**config.mk**
```make
export PLATFORM = sky130hd
export DESIGN_NAME = mem_port_arbiter
export DESIGN_NICKNAME = d
export VERILOG_FILES = /design/src/rtl/mem_arb_pkg.sv /design/src/rtl/mem_arb_timeout.sv /design/src/rtl/mem_port_arbiter.sv
export SDC_FILE = /design/constraint.sdc
export NUM_CORES = 1
export LEC_CHECK = 0
export CAP_MARGIN = 10
export CORE_ASPECT_RATIO = 0.9
export CORE_MARGIN = 2
export CORE_UTILIZATION = 35
export CTS_BUF_LIST = sky130_fd_sc_hd__clkbuf_4 sky130_fd_sc_hd__clkbuf_8
export CTS_CLUSTER_SIZE = 24
export DETAILED_ROUTE_END_ITERATION = 10
export GPL_TIMING_DRIVEN = 0
export PLACE_DENSITY = 0.86
export SLEW_MARGIN = 25
export SYNTH_ARGS = -nofsm -noshare
export SYNTH_HDL_FRONTEND = slang
export SYNTH_SLANG_ARGS = --single-unit
```
**constraint.sdc**
```tcl
create_clock -name i_clk -period 2.7 [get_ports i_clk]
set_input_delay 0.54 -clock i_clk [delete_from_list [all_inputs] [get_ports i_clk]]
set_output_delay 0.54 -clock i_clk [all_outputs]
set_load 0.02 [all_outputs]
```
**src/rtl/mem_arb_pkg.sv**
```systemverilog
// rtl/mem_arb_pkg.sv - shared types and constants for mem_port_arbiter
package mem_arb_pkg;

  localparam int MEM_ADDR_W = 32;
  localparam int MEM_DATA_W = 32;

  localparam logic SEL_FETCH = 1'b0;
  localparam logic SEL_LSU   = 1'b1;

  typedef enum logic [1:0] {
    IDLE,
    ISSUE,
    WAIT_RSP
  } state_e;

  typedef struct packed {
    logic [MEM_ADDR_W-1:0] addr;
    logic [MEM_DATA_W-1:0] wdata;
    logic                  we;
  } mem_req_t;

endpackage

```
**src/rtl/mem_arb_timeout.sv**
```systemverilog
// rtl/mem_arb_timeout.sv - response watchdog counter for mem_port_arbiter
module mem_arb_timeout #(
  parameter int TIMEOUT = 16
) (
  input  logic i_clk,
  input  logic i_reset,
  input  logic i_clr,
  input  logic i_en,
  output logic o_expired
);

  localparam int CNT_W = $clog2(TIMEOUT);
  localparam logic [CNT_W-1:0] LAST = CNT_W'(TIMEOUT - 1);

  logic [CNT_W-1:0] cnt_q, cnt_d;

  // Saturates at LAST so a stalled enable cannot wrap back to zero.
  always_comb begin
    cnt_d = cnt_q;
    if (i_clr) begin
      cnt_d = '0;
    end else if (i_en && (cnt_q != LAST)) begin
      cnt_d = cnt_q + CNT_W'(1);
    end
  end

  always_ff @(posedge i_clk) begin
    if (i_reset) begin
      cnt_q <= '0;
    end else begin
      cnt_q <= cnt_d;
    end
  end

  assign o_expired = i_en && (cnt_q == LAST);

endmodule

```
**src/rtl/mem_port_arbiter.sv**
```systemverilog
// rtl/mem_port_arbiter.sv - round-robin arbiter sharing one memory port between fetch and LSU
module mem_port_arbiter
  import mem_arb_pkg::*;
#(
  parameter int ADDR_W  = 32,
  parameter int DATA_W  = 32,
  parameter int TIMEOUT = 16
) (
  input  logic              i_clk,
  input  logic              i_reset,
  input  logic              i_req0_valid,
  input  logic [ADDR_W-1:0] i_req0_addr,
  input  logic [DATA_W-1:0] i_req0_wdata,
  input  logic              i_req0_we,
  output logic              o_req0_ready,
  output logic              o_rsp0_valid,
  input  logic              i_req1_valid,
  input  logic [ADDR_W-1:0] i_req1_addr,
  input  logic [DATA_W-1:0] i_req1_wdata,
  input  logic              i_req1_we,
  output logic              o_req1_ready,
  output logic              o_rsp1_valid,
  output logic [DATA_W-1:0] o_rsp_rdata,
  output logic              o_rsp_err,
  output logic              o_mem_valid,
  output logic [ADDR_W-1:0] o_mem_addr,
  output logic [DATA_W-1:0] o_mem_wdata,
  output logic              o_mem_we,
  input  logic              i_mem_ready,
  input  logic              i_mem_rsp_valid,
  input  logic [DATA_W-1:0] i_mem_rdata,
  output logic              o_sel,
  output logic              o_busy
);

  state_e            state_q, state_d;
  mem_req_t          req_q, req_d;
  logic              sel_q, sel_d;
  logic              rr_last_q, rr_last_d;
  logic              mem_valid_q, mem_valid_d;
  logic              busy_q, busy_d;
  logic              rsp0_q, rsp0_d;
  logic              rsp1_q, rsp1_d;
  logic [DATA_W-1:0] rdata_q, rdata_d;
  logic              err_q, err_d;

  logic idle_ok, grant0, grant1;
  logic tmo_clr, tmo_en, tmo_expired;

  // On contention the port that did not win last time is granted.
  assign idle_ok = (state_q == IDLE) && !i_reset;
  assign grant0  = idle_ok && i_req0_valid && (!i_req1_valid || (rr_last_q == SEL_LSU));
  assign grant1  = idle_ok && i_req1_valid && (!i_req0_valid || (rr_last_q == SEL_FETCH));

  assign tmo_clr = (state_q == ISSUE) && i_mem_ready;
  assign tmo_en  = (state_q == WAIT_RSP);

  mem_arb_timeout #(
    .TIMEOUT (TIMEOUT)
  ) u_timeout (
    .i_clk     (i_clk),
    .i_reset   (i_reset),
    .i_clr     (tmo_clr),
    .i_en      (tmo_en),
    .o_expired (tmo_expired)
  );

  always_comb begin
    state_d   = state_q;
    req_d     = req_q;
    sel_d     = sel_q;
    rr_last_d = rr_last_q;
    rsp0_d    = 1'b0;
    rsp1_d    = 1'b0;
    rdata_d   = rdata_q;
    err_d     = err_q;

    case (state_q)
      IDLE: begin
        if (grant0 || grant1) begin
          sel_d       = grant1 ? SEL_LSU : SEL_FETCH;
          rr_last_d   = sel_d;
          req_d.addr  = MEM_ADDR_W'(grant1 ? i_req1_addr : i_req0_addr);
          req_d.wdata = MEM_DATA_W'(grant1 ? i_req1_wdata : i_req0_wdata);
          req_d.we    = grant1 ? i_req1_we : i_req0_we;
          state_d     = ISSUE;
        end
      end
      ISSUE: begin
        if (i_mem_ready) begin
          state_d = WAIT_RSP;
        end
      end
      WAIT_RSP: begin
        // A response in the expiry cycle takes priority over the timeout.
        if (i_mem_rsp_valid) begin
          rsp0_d  = (sel_q == SEL_FETCH);
          rsp1_d  = (sel_q == SEL_LSU);
          rdata_d = i_mem_rdata;
          err_d   = 1'b0;
          state_d = IDLE;
        end else if (tmo_expired) begin
          rsp0_d  = (sel_q == SEL_FETCH);
          rsp1_d  = (sel_q == SEL_LSU);
          rdata_d = '0;
          err_d   = 1'b1;
          state_d = IDLE;
        end
      end
      default: begin
        state_d = IDLE;
      end
    endcase

    mem_valid_d = (state_d == ISSUE);
    busy_d      = (state_d != IDLE);
  end

  always_ff @(posedge i_clk) begin
    if (i_reset) begin
      state_q     <= IDLE;
      req_q       <= '0;
      sel_q       <= SEL_FETCH;
      rr_last_q   <= SEL_LSU;
      mem_valid_q <= 1'b0;
      busy_q      <= 1'b0;
      rsp0_q      <= 1'b0;
      rsp1_q      <= 1'b0;
      rdata_q     <= '0;
      err_q       <= 1'b0;
    end else begin
      state_q     <= state_d;
      req_q       <= req_d;
      sel_q       <= sel_d;
      rr_last_q   <= rr_last_d;
      mem_valid_q <= mem_valid_d;
      busy_q      <= busy_d;
      rsp0_q      <= rsp0_d;
      rsp1_q      <= rsp1_d;
      rdata_q     <= rdata_d;
      err_q       <= err_d;
    end
  end

  assign o_req0_ready = grant0;
  assign o_req1_ready = grant1;
  assign o_rsp0_valid = rsp0_q;
  assign o_rsp1_valid = rsp1_q;
  assign o_rsp_rdata  = rdata_q;
  assign o_rsp_err    = err_q;
  assign o_mem_valid  = mem_valid_q;
  assign o_mem_addr   = ADDR_W'(req_q.addr);
  assign o_mem_wdata  = DATA_W'(req_q.wdata);
  assign o_mem_we     = req_q.we;
  assign o_sel        = sel_q;
  assign o_busy       = busy_q;

endmodule

```
Word level (Yosys, flattened, before mapping)
Cells that the tools add are included.

Bits of input ports: 168. ROM bits: 0. Memories: 0. Bits in latches: 0. RAM bits: 0. Bits in registers: 110. Output and inout port bits: 105. Word-level logic and storage cells: 60.

Shifts and indexed selects: 0. Equal/unequal tests: 5. Multiplexer cells: 17. Add/sub/neg operators: 1. Div/mod/pow operators: 0. $mul: 0. Bitwise gates (word level): 3. Reduce and logical (&&, ||, !) cells: 21. Order comparisons: 0.

Operators with widths (count): $mux 32 (4); $logic_and 1x1->1 (8); $mux 1 (8); $mux 2 (4); $pmux 2 s3 (1); $add 4x1->4 const B (1); $eq 2x1->1 const B (2); $eq 4x4->1 const B (1); $ne 4x4->1 const B (1); $reduce_and 2->1 (2); $reduce_bool 2->1 (2); $reduce_or 2->1 (2); $logic_not 1->1 (3); $logic_or 1x1->1 (3); $not 1->1 (3); $eq 2x2->1 const B (1); $logic_not 2->1 (1).

Depth between registers and ports, before layout
Gate-level depths: netlist of the first run.

Depth after elaboration: 8. Gate-level depth with buffers: 6. Mapped depth without buffers: 4.

Cells and area by module
A second synthesis of the first run with hierarchy kept.

Cells, all modules: 591. Area, all modules: 5146.2 um2.

By module, submodules not included: mem_port_arbiter (seq. area each 2122.0 um2, area an instance 4954.8 um2, cells each 568, times used 1); mem_arb_timeout (seq. area each 80.1 um2, area an instance 191.4 um2, cells each 23, times used 1).

Worst setup path before layout of the first run
Ideal clock, no wire load.

Path kind: input to output. Start: input port i_reset. End: output port o_req1_ready. Slack: 0.651 ns. Buffers on the path: 2. Arrival time: 1.509 ns. Required time: 2.160 ns. Cell stages on the path: 4. Path through: or3_4 -> buf_4 -> buf_2 -> nor2_1.

Cells in the longest elaborated chain, start to end: 4.

RTL lines: start: declaration (line mem_port_arbiter.sv:10) `input logic i_reset,`; $logic_not 1->1 (line mem_port_arbiter.sv:51) `assign idle_ok = (state_q == IDLE) && !i_reset;`; $logic_and 1x1->1 (line mem_port_arbiter.sv:51); $logic_and 1x1->1 (2 in a row) (line mem_port_arbiter.sv:53) `assign grant1 = idle_ok && i_req1_valid && (!i_req0_valid || (rr_last_q == SEL_FETCH));`; end: declaration (line mem_port_arbiter.sv:21) `output logic o_req1_ready,`.

Every way passes these cells.

Final worst setup path of the first run
Start: input port i_reset. End: output port o_req0_ready.

Cells in the longest elaborated chain, start to end: 4.

RTL lines: $logic_not 1->1 (line mem_port_arbiter.sv:51); $logic_and 1x1->1 (line mem_port_arbiter.sv:51); $logic_and 1x1->1 (2 in a row) (line mem_port_arbiter.sv:52) `assign grant0 = idle_ok && i_req0_valid && (!i_req1_valid || (rr_last_q == SEL_LSU));`; end: declaration (line mem_port_arbiter.sv:15) `output logic o_req0_ready,`.

Every way passes these cells.

==> flow_summary.json, run 1 <==
{
  "cts_num_sinks": 110,
  "worst_setup_hold_path_clk_slew_ps": 100,
  "synthesized_area_fraction_occupied_by_ao_oa_aoi_and_oai_cells_pct": 39.1,
  "routed_wire_length_per_instance_um": 19.4,
  "post-route-period-util_pct": 97.1,
  "setup.worst_path.end_class": "output port",
  "finish.cell_count_without_fillers": 996,
  "share_clk_of_total_power_pct": 27.3,
  "timing.hold.worst_path_depth": 1,
  "detailroute.via_count": 5488,
  "port_buffers": 272,
  "path_cells": "dlygate4sd2_1 > or3_4 > buf_4 > a211oi_4 > buf_2",
  "top_level_i_o_count": 273,
  "switching_share_pct": 30.7,
  "drv_slew": 0,
  "gr-usage-all-layers_pct": 24.7,
  "syn-num-nets": 685,
  "synth_warnings": 0,
  "die_width_um": 130,
  "synth_most_common_cell": "sky130_fd_sc_hd__dfxtp_1",
  "die_h_um": 117,
  "synth.ff_latch_count": 110,
  "drt-vias-per-instance": 5.51,
  "dominant_combinational_cell_family_by_area_after_synthesis": "compound AO/OA/AOI/OAI gates",
  "power.internal_mw": 2.84,
  "synth-seq-area-share_pct": 44.1,
  "yosys-mux-area-fraction_pct": 0,
  "first_pass_grt_wire_length_um": 29100,
  "synth-edff-count": 0,
  "syn_area_per_cell_sq_um": 9.68,
  "hold_path.class": "reg2reg",
  "power.combinational.fraction_pct": 28.9,
  "switching_power_mw": 1.26,
  "antennaDiodeCount": 0,
  "reg2reg_depth": 4,
  "critPathArrivalTime_ps": 2080,
  "rsz_0062_raised_after_global_routing": "no",
  "ys_dominant_reg_cell": "sky130_fd_sc_hd__dfxtp_1",
  "cts_hold_repair.buffers": 0,
  "starting_density_pct": 35.7,
  "synthTopCellsByArea": "sky130_fd_sc_hd__dfxtp_1 (44%), sky130_fd_sc_hd__a311oi_2 (15%), sky130_fd_sc_hd__a21oi_1 (7.7%)",
  "cts.htree.levels": 3,
  "yosysUniqueCellTypes": 39,
  "finalSetupViolations": 0,
  "power_per_cell_area_mw_per_mm2": 501,
  "placedCellCount": 981,
  "worst_pin_slew_ps": 823,
  "syn-instance-count": 516,
  "mappedNetlistArea_sq_mm": 0.00500,
  "timing.critical_path.required_ps": 2160,
  "async_flop_share_pct": 0,
  "drv.max_cap_violation_count": 0,
  "post-cts-setup-buffer-count": 0,
  "route.detailed.drc": 0,
  "finalWorstPathRequiredPeriod_ps": 2620,
  "fp-row-count": 41,
  "hold_end": "o_rsp_rdata[6]$_SDFFE_PP0P_",
  "synthDominantAreaCellType": "sky130_fd_sc_hd__dfxtp_1",
  "post_detailed_routing_wire_length_um": 19300,
  "status": "finished, final reports clean",
  "adder_cell_fraction_of_synth_area_pct": 0.250,
  "final_worst_clock_skew_ps": 9.15,
  "total_leakage_power_nw": 2.75,
  "timing.hold.ws_ps": 484,
  "gpl_congestion": 0.855,
  "worst-path-max-fanout": 10,
  "final_layout_size_suffix_gt1_share_pct": 13.6,
  "synthXorXnorAreaFrac_pct": 0,
  "design.die.area_sq_mm": 0.0153,
  "worst-setup-path-type": "in2out",
  "detailedRoute.firstIterationViolations": 220,
  "r2r-end": "o_mem_addr[14]$_SDFFE_PP0P_",
  "yosys-top-cells-count": "sky130_fd_sc_hd__dfxtp_1 (110), sky130_fd_sc_hd__a21oi_1 (77), sky130_fd_sc_hd__nand3_1 (66)",
  "sequentialPowerShare_pct": 43.7,
  "antenna_found_initial": 0,
  "hpwlAfterDp_um": 14600,
  "critical_path.max_stage_delay_ps": 430,
  "critical_path.reg2reg.startpoint": "state_q[0]$_SDFF_PP0_",
  "final_net_count": 968,
  "r2r_slack_ps": 840,
  "worst_hold_startpoint": "o_rsp_rdata[6]$_SDFFE_PP0P_",
  "netlist.area_leader.share_pct": 44.1,
  "maximum_vdd_drop_mv": 0.319,
  "clock_path_buffers": 2,
  "master_cell_of_the_clock_root_buffer": "sky130_fd_sc_hd__clkbuf_8",
  "timing.final.hold_violations": 0,
  "share_of_synthesized_cell_area_in_and_or_nand_and_nor_gates_pct": 9.74,
  "areaGrowthSynthToFinish_pct": 63.6,
  "grt_pass1_vias": 5382,
  "postLayoutCoreUtil_pct": 58.4,
  "clock_tree_from_tritoncts": "built",
  "final_antenna_net_count": 0,
  "firstDrtPassIters": 5,
  "globalRoute.totalOverflow": 0,
  "crit_start_category": "primary input",
  "maxClockFrequency_mhz": 381,
  "coreArea_sq_mm": 0.0140,
  "worstSkewPairLatency_ps": 390,
  "critical_path_cell_with_the_highest_stage_delay": "sky130_fd_sc_hd__or3_4",
  "worst_slew_margin_rel_pct": 45.1,
  "cts_inserted_buffers": 9,
  "grt_start_max_net_pins": 19
}
[layout make-up]
type | count | area (sq um)
inverter | 2 | 7.51
multi-input combinational | 340 | 2460
timing repair buffer | 272 | 2710
fill | 1225 | 5830
buffer | 64 | 333
clock inverter | 6 | 96.3
sequential | 110 | 2200
clock buffer | 9 | 124
tap | 193 | 241
[per-stage QoR]
step           cell area, sq um  total power [mW]  TNS, ps  worst slack [ps]
6_report                   8180              4.09        0              77.9
5_1_grt                    8180              4.27        0              72.9
4_1_cts                    8180              4.12        0              5.51
3_5_place_dp               7960              3.01    -1290              -731
3_3_place_gp               7960              2.99    -1310              -750
2_1_floorplan              5000              2.40        0               651
[layout by cell type (no fill, tap or decap), drive strengths merged]
cell / count
inv: 3
bufinv: 2
nor2b: 1
nand2: 3
o21ai: 68
a31o: 1
a211oi: 2
nor3b: 1
nor2: 2
clkinv: 2
dlygate4sd2: 1
ha: 1
nand2b: 3
or2: 2
a311oi: 65
clkinvlp: 1
and2b: 1
or3: 3
clkbuf: 37
and4b: 1
o22ai: 1
a21bo: 1
dfxtp: 110
a21oi: 77
nor3: 3
nand3b: 1
and2: 1
a22o: 32
a21o: 1
and3: 1
buf: 38
a21boi: 1
nand3: 66
o31ai: 1
clkdlybuf4s50: 269
[registers in the layout, indices dropped and copies added, names as in the netlist, 2 cells and up]
register,flops
o_rsp_rdata,32
state_q,2
u_timeout.cnt_q,4
o_mem_wdata,32
o_mem_addr,32
[logic make-up (layout without fill, tap and decap cells)]
kind of cell,after synthesis,count (layout)
compound gates,250,250
fa+ha+maj,1,1
buf+inv,66,353
flops,110,110
simple gates,89,89
[what timing repair did]
action | in CTS | in global routing
hold endpoints to repair | 0 | 0
resized for setup | 8 | 1
endpoints found under the setup margin | 2 | 1
[how the worst max path moves through the flow]
stage	start	endpoint
global route	i_reset	o_req0_ready
global placement	i_reset	o_req0_ready
floorplan	i_reset	o_req1_ready
CTS	i_reset	o_req1_ready
finish	i_reset	o_req0_ready
detailed placement	i_reset	o_req0_ready
[metal layers]
layer | track usage (%) | wire [um]
met5 | 0 | 0
met4 | 10.6 | 640
met3 | 7.34 | 1830
met2 | 40.9 | 9220
met1 | 29.6 | 7590
[worst max-delay path: cells and delay by family]
kind | cells | cell delay [ps]
and+or+nand+nor | 1 | 430
buffers and inverters | 3 | 770
AOI/OAI and AO/OA | 1 | 330
[power by group through the flow]
stage                     registers [mW]  clock network [mW]  logic, mW
after global placement              1.82                   0       1.17
after global routing                1.80                1.21       1.26
after CTS                           1.79                1.15       1.18
after detailed placement            1.83                   0       1.18
after floorplan                     1.94                   0      0.454
final                               1.79                1.12       1.18
(Power assumes the default switching activity.)
==> inputs of run 2 (changes only) <==
ABC_CLOCK_PERIOD_IN_PS = 2700   (was default)
SLEW_MARGIN = default   (was 25)
==> results of run 2 <==
No change in the layout: final DEF, timing and power equal those of run 1.
